<file path="config.mk">
export PLATFORM = sky130hd
export DESIGN_NAME = gt_lane_deskew
export DESIGN_NICKNAME = d
export VERILOG_FILES = /design/src/rtl/gt_lane_deskew.sv
export SDC_FILE = /design/constraint.sdc
export NUM_CORES = 1
export LEC_CHECK = 0
export CORE_ASPECT_RATIO = 1.25
export CORE_MARGIN = 8
export CORE_UTILIZATION = 37
export CTS_CLUSTER_SIZE = 14
export DETAILED_ROUTE_END_ITERATION = 12
export PLACE_DENSITY = 0.52
export SETUP_SLACK_MARGIN = 0.4
export SYNTH_ARGS = -nofsm -noshare
export SYNTH_HDL_FRONTEND = slang
export SYNTH_SLANG_ARGS = --single-unit
</file>
<file path="constraint.sdc">
create_clock -name clk -period 13.88 [get_ports clk]
set_input_delay 2.776 -clock clk [delete_from_list [all_inputs] [get_ports clk]]
set_output_delay 2.776 -clock clk [all_outputs]
set_load 0.02 [all_outputs]
</file>
<file path="src/rtl/gt_lane_deskew.sv">
// Multi-lane receive deskew: per-lane elastic FIFOs line every lane up on a common
// K28.5 comma word, then emit one bonded word stream and recheck alignment on each comma.
module gt_lane_deskew #(
    parameter int          LANES    = 4,
    parameter int          DATA_W   = 16,
    parameter int          DEPTH    = 8,
    parameter int          MAX_SKEW = 4,
    parameter logic [7:0]  COMMA    = 8'hBC
) (
    input  logic                           clk,
    input  logic                           rst_n,
    input  logic                           enable,
    input  logic [LANES*DATA_W-1:0]        lane_data,
    input  logic [LANES*(DATA_W/8)-1:0]    lane_charisk,
    input  logic [LANES-1:0]               lane_valid,
    output logic [LANES*DATA_W-1:0]        out_data,
    output logic [LANES*(DATA_W/8)-1:0]    out_charisk,
    output logic                           out_valid,
    output logic                           aligned,
    output logic                           align_err,
    output logic [7:0]                     err_count
);

    localparam int KW = DATA_W / 8;
    localparam int EW = DATA_W + KW;
    localparam int AW = $clog2(DEPTH);

    typedef enum logic [1:0] {
        IDLE    = 2'd0,
        SEEK    = 2'd1,
        ALIGNED = 2'd2
    } state_t;

    state_t state;
    state_t state_next;

    logic [EW-1:0]              mem [LANES][DEPTH];
    logic [LANES-1:0][AW:0]     wr_ptr;
    logic [LANES-1:0][AW:0]     rd_ptr;
    logic [LANES-1:0][EW-1:0]   head;
    logic [LANES-1:0]           marked;
    logic [LANES-1:0]           next_marked;
    logic [LANES-1:0]           mark_now;
    logic [LANES-1:0]           in_comma;
    logic [LANES-1:0]           head_comma;
    logic [LANES-1:0]           empty;
    logic [LANES-1:0]           full;
    logic [LANES-1:0]           wr_req;
    logic [LANES-1:0]           overflow_lane;
    logic [LANES*DATA_W-1:0]    head_data;
    logic [LANES*KW-1:0]        head_k;
    logic [7:0]                 skew_cnt;
    logic [7:0]                 skew_cnt_inc;
    logic                       pop;
    logic                       misalign;
    logic                       overflow;
    logic                       skew_fail;
    logic                       fail;
    logic                       flush;

    // Only byte 0 of a lane word can carry the alignment comma.
    for (genvar i = 0; i < LANES; i++) begin : g_lane
        assign in_comma[i]   = lane_charisk[i*KW] && (lane_data[i*DATA_W +: 8] == COMMA);
        assign head[i]       = mem[i][rd_ptr[i][AW-1:0]];
        assign head_comma[i] = head[i][DATA_W] && (head[i][7:0] == COMMA);
        assign empty[i]      = (wr_ptr[i] == rd_ptr[i]);
        assign full[i]       = (wr_ptr[i][AW] != rd_ptr[i][AW]) &&
                               (wr_ptr[i][AW-1:0] == rd_ptr[i][AW-1:0]);
        assign mark_now[i]   = (state == SEEK) && lane_valid[i] && !marked[i] && in_comma[i];
        assign wr_req[i]     = lane_valid[i] &&
                               (((state == SEEK) && (marked[i] || in_comma[i])) ||
                                (state == ALIGNED));
        assign overflow_lane[i] = wr_req[i] && full[i] && !pop;
        assign head_data[i*DATA_W +: DATA_W] = head[i][DATA_W-1:0];
        assign head_k[i*KW +: KW]            = head[i][DATA_W +: KW];
    end

    assign next_marked  = marked | mark_now;
    assign skew_cnt_inc = skew_cnt + 8'd1;
    assign pop          = (state == ALIGNED) && (&(~empty));
    assign misalign     = pop && (|head_comma) && !(&head_comma);
    assign overflow     = |overflow_lane;
    // A lane already marked in SEEK means at least one lane is still missing its comma.
    assign skew_fail    = (state == SEEK) && (|marked) && (skew_cnt_inc > 8'(MAX_SKEW));
    assign fail         = enable && (overflow || misalign || skew_fail);
    assign flush        = !enable || fail || (state == IDLE);

    // State register.
    always_ff @(posedge clk or negedge rst_n) begin
        if (!rst_n) begin
            state <= IDLE;
        end else begin
            state <= state_next;
        end
    end

    // Next-state logic; a dropped enable overrides everything without raising an error.
    always_comb begin
        state_next = state;
        case (state)
            IDLE:    state_next = SEEK;
            SEEK:    if (!fail && (&next_marked)) state_next = ALIGNED;
            ALIGNED: if (fail) state_next = SEEK;
            default: state_next = IDLE;
        endcase
        if (!enable) begin
            state_next = IDLE;
        end
    end

    // FIFO pointers, lane marks and the skew window counter; flush clears them all.
    always_ff @(posedge clk or negedge rst_n) begin
        if (!rst_n) begin
            wr_ptr   <= '0;
            rd_ptr   <= '0;
            marked   <= '0;
            skew_cnt <= '0;
        end else if (flush) begin
            wr_ptr   <= '0;
            rd_ptr   <= '0;
            marked   <= '0;
            skew_cnt <= '0;
        end else begin
            for (int i = 0; i < LANES; i++) begin
                if (wr_req[i]) wr_ptr[i] <= wr_ptr[i] + 1'b1;
                if (pop)       rd_ptr[i] <= rd_ptr[i] + 1'b1;
            end
            marked   <= (state == SEEK) ? next_marked : '0;
            skew_cnt <= ((state == SEEK) && (|marked)) ? skew_cnt_inc : 8'd0;
        end
    end

    // FIFO storage holds {charisk, data} per entry and needs no reset.
    always_ff @(posedge clk) begin
        for (int i = 0; i < LANES; i++) begin
            if (wr_req[i] && !flush) begin
                mem[i][wr_ptr[i][AW-1:0]] <= {lane_charisk[i*KW +: KW],
                                              lane_data[i*DATA_W +: DATA_W]};
            end
        end
    end

    // Registered outputs; a misaligned pop is suppressed rather than forwarded.
    always_ff @(posedge clk or negedge rst_n) begin
        if (!rst_n) begin
            out_data    <= '0;
            out_charisk <= '0;
            out_valid   <= 1'b0;
            aligned     <= 1'b0;
            align_err   <= 1'b0;
            err_count   <= 8'd0;
        end else begin
            align_err <= fail;
            aligned   <= (state_next == ALIGNED);
            out_valid <= enable && pop && !misalign;
            if (fail && (err_count != 8'hFF)) begin
                err_count <= err_count + 8'd1;
            end
            if (!enable) begin
                out_data    <= '0;
                out_charisk <= '0;
            end else if (pop && !misalign) begin
                out_data    <= head_data;
                out_charisk <= head_k;
            end
        end
    end

endmodule
</file>
Word-level counts from Yosys, hierarchy flattened
Memory sizes are Yosys's and may differ from the RTL's.
Cells that the tools add are included.
{ "op_classes": {"add_sub_neg": 10, "n_lt_le_gt_ge": 13, "eq_ne": 25, "n_mux": 50, "bitwise": 10, "reduce_logical": 93} }
{ "op_table": {"columns": ["operator", "count"], "rows": [
  ["144-bit two-way mux", 4],
  ["18-bit binary-select mux with 3-bit select", 4],
  ["18-bit demux with 3-bit select", 4],
  ["18-bit two-way mux", 12],
  ["64-bit two-way mux", 2],
  ["8-bit equality test, second input constant", 8],
  ["1-bit logical AND", 59],
  ["4-bit two-way mux", 10],
  ["4-bit by 1-bit adder with 4-bit output, second input constant", 8],
  ["4-bit >= comparator, second input constant", 8],
  ["16-bit two-way mux", 2],
  ["8-bit two-way mux", 4],
  ["3-bit inverter with 4-bit output", 8],
  ["8-bit by 1-bit adder with 8-bit output, second input constant", 2],
  ["4-bit equality test", 4],
  ["4-bit by 1-bit less-than comparator with 1-bit output, second input constant", 4],
  ["3-bit equality test", 4],
  ["1-bit logical OR", 12],
  ["4-bit AND reduction", 3],
  ["4-bit OR reduction", 3],
  ["1-bit logical NOT", 10],
  ["2-bit nonzero test", 5],
  ["8-bit by 3-bit > comparator with 1-bit output, second input constant", 1],
  ["8-bit != test, second input constant", 1],
  ["other kinds (10)", 19]
]} }
{ "word_totals": {"regBits": 129, "ram_bits": 576, "inputBits": 79, "out_inout_bits": 83, "wordCells": 219, "mem_count": 1} }
{ "memory_table": {"columns": ["memory", "words", "word_bits", "read_ports", "rd_clocked_by_memory_dff", "wr", "line_no", "rtl"], "rows": [
  ["mem", 4, 144, 4, 0, 4, "37", "logic [EW-1:0] mem [LANES][DEPTH];"]
]} }

Depth between registers and ports, before layout
Gate-level depths: netlist of the first run.
{ "depth": {"word_depth": 18, "depth_mapped": 12, "depth_no_buf": 9} }

Least setup slack after synthesis of the first run
OpenSTA, ideal clock, no wires.
{ "synth_timing": {"path_kind": "in2reg", "startpoint": "in lane_data[38]", "endpoint": "mem mem[0][72] (netlist bit), enable pin", "t_arrival_ns": 6.349, "required_ns": 13.441, "slack_ns": 7.091, "stages": 8, "path_buffers": 1, "path_cell_list": "nand4b_1 > nor4_1 > o311a_1 > a221o_1 > a311oi_1 > o211ai_1 > clkbuf_1 > nor4_1"} }
{ "synth_rtl": {"columns": ["item", "line_no", "rtl"], "rows": [
  ["start: declaration", "13", "input logic [LANES*DATA_W-1:0] lane_data,"],
  ["end: declaration", "37", null]
]} }

==> results.md, run 1 <==
* Run status: complete, no violations
* RSZ-0062 raised after global routing: false
* Gr usage total at 16.1%
* Max frequency at 144 MHz
* EDFF count, synth at between 500 and 600
* Critical Path AT at 7.17 ns
* Reg2reg setup slack at ~8 ns
* CP Cell Sequence: clkdlybuf4s50_1, nand4b_1, nor4_1, o311a_1, a221o_1, a311oi_1, o211ai_1, buf_4, nor2_2
* Fin cells at between 2,000 and 3,000
* Max stage delay cell, worst path: nor2_2
* Synth Cell Area at 27,800 µm²
* Slew @ Worst Pin at 1.11 ns
* Leakage power at 10.7 nW
* Flops & latches, synth at 705
* R2R Path Start: rd_ptr[4]
* Final-report hold violation count at 0
* # IOs at 162
* Final net count at 1,794
* Via/cell ratio at ~5.2
* Hold WS at 0.521 ns
* Remaining DRCs at 0
* Skew-Pair Late Insertion Delay at 0.62 ns
* Clock buffer depth at 3
* Hold depth at 2
* Worst reg2reg endpoint: mem[0][130]
* Gate Count Post-Synth at around 1,500
* Max-slew violation count at 0
* Syn-to-layout area delta at 19.2%
* Post-CTS setup buffers at 0
* Worst Hold End: out_data[20]
* Post-DP HPWL at 41,100 µm
* Max-Cap Viols at 0
* CTS buffer count at 73
* YS warnings at 0
* Die X-Extent at 261 µm
* Num rows at 112
* Final Setup Violations at 0
* Post-DR wirelength/cell at 24.4 µm
* Primary FF master, synth: edfxtp_1
* Congestion Overflow GR at 0
* Core area at roughly 75,000 µm²
* CP peak stage delay at 0.87 ns
* Max_slew headroom at 25.6%
* H-tree lvl count at 3
* Total die area at 84,200 µm²
* CTS root buf: clkbuf_16
* Crit Path Max Fanout at 24
* Vias in the first global route at 15,397
* Final Cycle Share at about half
* Post_cts resized at 0
* Worst Path Buf+Inv at 2
* Initial antenna violation count at 11
* Final Power at about 4.2 mW
* Placed inst area at 30,900 µm²
* VDD IR-drop max at around 0.10 mV
* Routed Antenna Nets at 0
* Fin crit period at 6.94 ns
* Seq/Total Area, Yosys at between 70% and 80%
* Hold Startpoint: out_data[20]
* DRT iter0 DRCs at 950
* Async S/R FF share, synth at 18.3%
* Final Skew at 0.0252 ns
* Gp weighted congestion at ~0.75
* Final wirelength at about 67,000 µm
* Power per cell area at 127 nW/µm²
* Die Ht at between 300 and 400 µm
* Layout Utilization at 44.4%
* Reg2reg path depth at 10
* Crit Path Category: input pin to flip-flop
* Via count at 14,231
* Clock Sinks at between 700 and 800
* Global-route wire length before repair at 101,000 µm
* CP startpoint kind: input pin
* Syn avg cell area at 18.6 µm²
* Worst setup EP type: flip-flop
* Largest net degree at the start of global routing at 75
* Setup_tns at 0 ns
* Detailed Routing Iterations Pass 1 at 5
* CP required at approximately 14 ns
* Final worst slack at 6.94 ns
* Placed insts at 2,598
* Layout cells sized above 1 at 21.4%
* Post-synthesis cell type count at 61
* Hold_buf cts at 0
* Initial cell density of the core at 37.3%
* CTS tree: yes
* Largest delay share family, worst path: compound AO/OA/AOI/OAI gates
* Clk slew on worst S/H paths at 0.06 ns
* Buffers on Ports at 161
* Dpl ws at 6.24 ns
* Hold/Removal Path Class: flip-flop to flip-flop
* Final instance area at around 33,000 µm²
worst max path at each step:
stage,to,start,cells past startpoint,slack (ns)
finish,mem[0][130],lane_data[38],9,6.94
global route,mem[0][130],lane_data[38],9,6.59
CTS,mem[0][130],lane_data[38],9,6.91
detailed placement,mem[0][134],lane_data[38],9,6.24
global placement,mem[0][132],lane_data[38],9,6.34
floorplan,mem[0][72],lane_data[38],8,7.09
cells in the final DEF (no fill, tap or decap), types with 17 or more instances in the layout:
cell and n:
mux4_2 136, dfrtp_1 121, clkbuf_16 74, a21oi_1 48
xor2_1 37, clkdlybuf4s50_1 160, a211oi_1 36, buf_4 51
nand2_1 106, edfxtp_1 576, clkbuf_1 17, mux2i_1 42
nor2_1 80, mux2_2 37
worst reg2reg max path, stage by stage (launching register included):
cell and delay [ns]:
dfrtp_2 0.42, buf_4 0.55, mux4_2 0.60, mux2_2 0.29, nor2_1 0.11, nor4b_1 0.69
and4_1 0.41, o21a_4 0.51, o211ai_1 0.45, buf_4 0.43, nor2_2 0.89
sequential cells by signal (all words and copies together), names as in the netlist:
name,count
marked,4
rd_ptr,16
out_charisk,8
wr_ptr,16
mem,576
out_valid,1
out_data,64
aligned,1
align_err,1
state,2
skew_cnt,8
err_count,8
layout make-up:
cell class              instances  area [µm²]
clock inverters                41         295
flip-flops and latches        705       20500
clock buffers                  93        1940
multi-input cells             706        7100
fillers                      6496       41400
repair buffers                212        2000
diodes                          6        15.0
inverters                       6        23.8
well taps                     969        1210
synth_stat cells (3+ instances only):
library cell    n  share of area, %
buf_6           4              0.16
a31oi_1         4             0.090
a21oi_1        48              0.86
buf_2          26              0.47
nand4_1         6              0.14
mux2i_1        42               1.5
or3_1           6              0.14
nand2_1       106               1.4
nor2_1         84               1.1
xor2_1         37               1.2
ha_1           11              0.50
a211oi_1       36              0.97
and4b_1         3              0.11
nor3_1         25              0.45
edfxtp_1      576                62
or2_2           3             0.068
mux2_2         37               1.5
nand3_1        12              0.22
nand4b_1        3             0.095
clkbuf_1       38              0.51
nand2b_1       11              0.25
o21ai_0         3             0.054
nor4_1         22              0.50
inv_1           5             0.068
and4_1          3             0.095
dfrtp_1       129                12
buf_1          10              0.14
mux4_1          8              0.76
mux4_2        136                11
nor4b_1         4              0.13
xnor2_1        13              0.41
power breakdown:
part           switching, mW  internal (mW)
Combinational         0.0466         0.0233
Sequential           0.00117           2.29
Clock                  0.805           1.03
layer usage:
| metal | global-route usage, % | vias to the layer above | part of all wire [%] |
|---|---|---|---|
| met5 | 0 | - | 0.061 |
| met4 | 5.46 | 6 | 2.2 |
| met3 | 3.01 | 96 | 4.9 |
| met2 | 27.6 | 300 | 51 |
| met1 | 20.4 | 7438 | 41 |
| li1 | - | 6391 | - |
cell families (layout without fill, tap and decap cells):
family / count (synthesis) / count (layout) / synth area share [%]
and+or+nand+nor: 302 / 302 / 5.14
muxes: 223 / 223 / 14.8
AOI/OAI and AO/OA: 114 / 114 / 2.68
other: 1 / 11 / 0.0135
buffers and inverters: 85 / 352 / 1.39
xor gates and xnor gates: 50 / 50 / 1.58
adders and majority gates: 12 / 12 / 0.531
DFF: 705 / 705 / 73.9
No activity file was read; power rests on OpenSTA's default activity.
==> run 2, diff against run 1 <==
Clock period 13.88 ns to 7.15 ns, I/O delays scaled along.
==> run 2 against run 1 <==
  * Total power rose by 98%
  * Highest routed layer unchanged
  * Wire length up 0.58%
  * Critical endpoint is now mem[0][42]
  * Register-to-register slack worse by 6.0 ns
  * Critical path depth up 2
  * Largest cell class unchanged
==> results.md, run 2 (same netlist as run 1, synthesis figures left out) <==
* Run status: complete, no violations
* Hold/Removal Path Class: flip-flop to flip-flop
* Final-report hold violation count at 0
* Hold_buf cts at 0
* Power per cell area at around 250 nW/µm²
* Fin crit period at 5.03 ns
* Layout Utilization at between 40% and 50%
* Buffers on Ports at between 150 and 200
* H-tree lvl count at 3
* Clock buffer depth at 3
* Crit Path Category: flip-flop to flip-flop
* Hold WS at 0.524 ns
* Final Skew at roughly 0.030 ns
* Max frequency at 199 MHz
* CTS buffer count at 73
* Max reg flops at between 500 and 600
* Max_slew headroom at around 22%
* CP peak stage delay at 1.11 ns
* Most frequent cells in the layout: edfxtp_1, clkdlybuf4s50_1, mux4_2, dfrtp_1, nand2_1
* Critical path startpoint: rd_ptr[14]
* Congestion Overflow GR at 0
* CTS root buf: clkbuf_16
* RSZ-0062 raised after global routing: false
* Hold Startpoint: out_data[39]
* Initial antenna violation count at 10
* Gp weighted congestion at 0.740
* Placed insts at 2,600
* Setup_tns at 0 ns
* Reg2reg setup slack at 2.12 ns
* Post-CTS setup buffers at 0
* Total die area at 84,200 µm²
* Remaining DRCs at 0
* VDD IR-drop max at 0.174 mV
* Worst setup EP type: flip-flop
* DRT iter0 DRCs at 1,002
* Syn-to-layout area delta at 19.6%
* R2R Path Start: rd_ptr[14]
* Post-DR wirelength/cell at 24.5 µm
* Commonest non-fill, non-tap cell in the layout: edfxtp_1
* Global-route wire length before repair at 102,000 µm
* Clock Sinks at about 710
* CP Cell Sequence: buf_4, mux4_2, mux2_2, nand4b_1, nor4_1, nor4_1, o21a_4, o211ai_1, buf_4, nor4_2, buf_4
* Num rows at 112
* Leakage power at between 10 and 15 nW
* Crit Path Max Fanout at 31
* Layout cells sized above 1 at 21.5%
* Fin cells at about 2,700
* Gr usage total at 16.2%
* Via count at 14,334
* Initial cell density of the core at 37.3%
* Final wirelength at 67,200 µm
* CTS tree: yes
* CP required at 7.43 ns
* Max-slew violation count at 0
* Post-DP HPWL at 42,100 µm
* Max-Cap Viols at 0
* Detailed Routing Iterations Pass 1 at 5
* Via/cell ratio at 5.23
* Die Ht at 322 µm
* Final net count at 1,796
* Die X-Extent at ~260 µm
* Final Setup Violations at 0
* Placed inst area at 30,900 µm²
* Routed Antenna Nets at 0
* Critical Path AT at around 5.3 ns
* Core area at 74,600 µm²
* Max stage delay cell, worst path: dfrtp_1
* Skew-Pair Late Insertion Delay at 0.63 ns
* Largest net degree at the start of global routing at 89
* Final instance area at 33,200 µm²
* Filler cell count at 6,485
* Post_cts resized at 0
* Clk slew on worst S/H paths at ~0.060 ns
* Slew @ Worst Pin at around 1.2 ns
* Vias in the first global route at 15,414
* Final Cycle Share at 70.4%
* # IOs at 162
* Crit-path most repeated cell: buf_4
* CP startpoint kind: flip-flop
==> run 2: path summary, 6_finish.rpt <==
check                          endpoint  cells after the start
min reg2reg                out_data[39]                      2
min in group asynchronous  out_data[27]                      1
max in group asynchronous    rd_ptr[13]                      2
min                        out_data[39]                      2
max reg2reg                  mem[0][42]                     11
max                          mem[0][42]                     11
==> run 2: power breakdown <==
| group | leakage, nW | internal, mW | switching [mW] |
|---|---|---|---|
| combinational | 2.66 | 0.0457 | 0.0916 |
| sequential | 6.95 | 4.45 | 0.00225 |
| clock | 1.13 | 2.15 | 1.58 |
| total | 10.7 | 6.64 | 1.67 |
==> run 2: through the flow <==
step | total power, mW | setup WS [ns]
2_1_floorplan | 4.55 | 1.71
3_3_place_gp | 4.67 | 1.65
3_5_place_dp | 4.67 | 1.60
4_1_cts | 8.42 | 2.03
5_1_grt | 8.59 | 1.74
6_report | 8.31 | 2.12
==> run 2: worst max-delay path, delay by kind of cell, from the launching register on <==
| kind | cells | cell delay [ns] |
|---|---|---|
| simple gates | 4 | 1.21 |
| buf+inv | 3 | 1.13 |
| flops | 1 | 1.11 |
| mux | 2 | 0.64 |
| compound gates | 2 | 0.58 |
==> run 2: layout make-up <==
cell class	instances	area, µm²	area share [%]
Antenna cell	6	15.0	0.0452
Clock buffer	100	1980	5.96
Clock inverter	35	357	1.07
Inverter	6	23.8	0.0715
Multi-Input combinational cell	706	7100	21.4
Sequential cell	705	20500	61.8
Tap cell	969	1210	3.65
Timing Repair Buffer	214	2010	6.05
==> run 2: metal layers <==
| metal | global-route usage, % | wire length [µm] | up-vias |
|---|---|---|---|
| li1 | - | - | 6389 |
| met1 | 20.6 | 28300 | 7577 |
| met2 | 27.7 | 34200 | 280 |
| met3 | 3.64 | 3290 | 82 |
| met4 | 4.78 | 1350 | 6 |
| met5 | 0 | 41 | - |
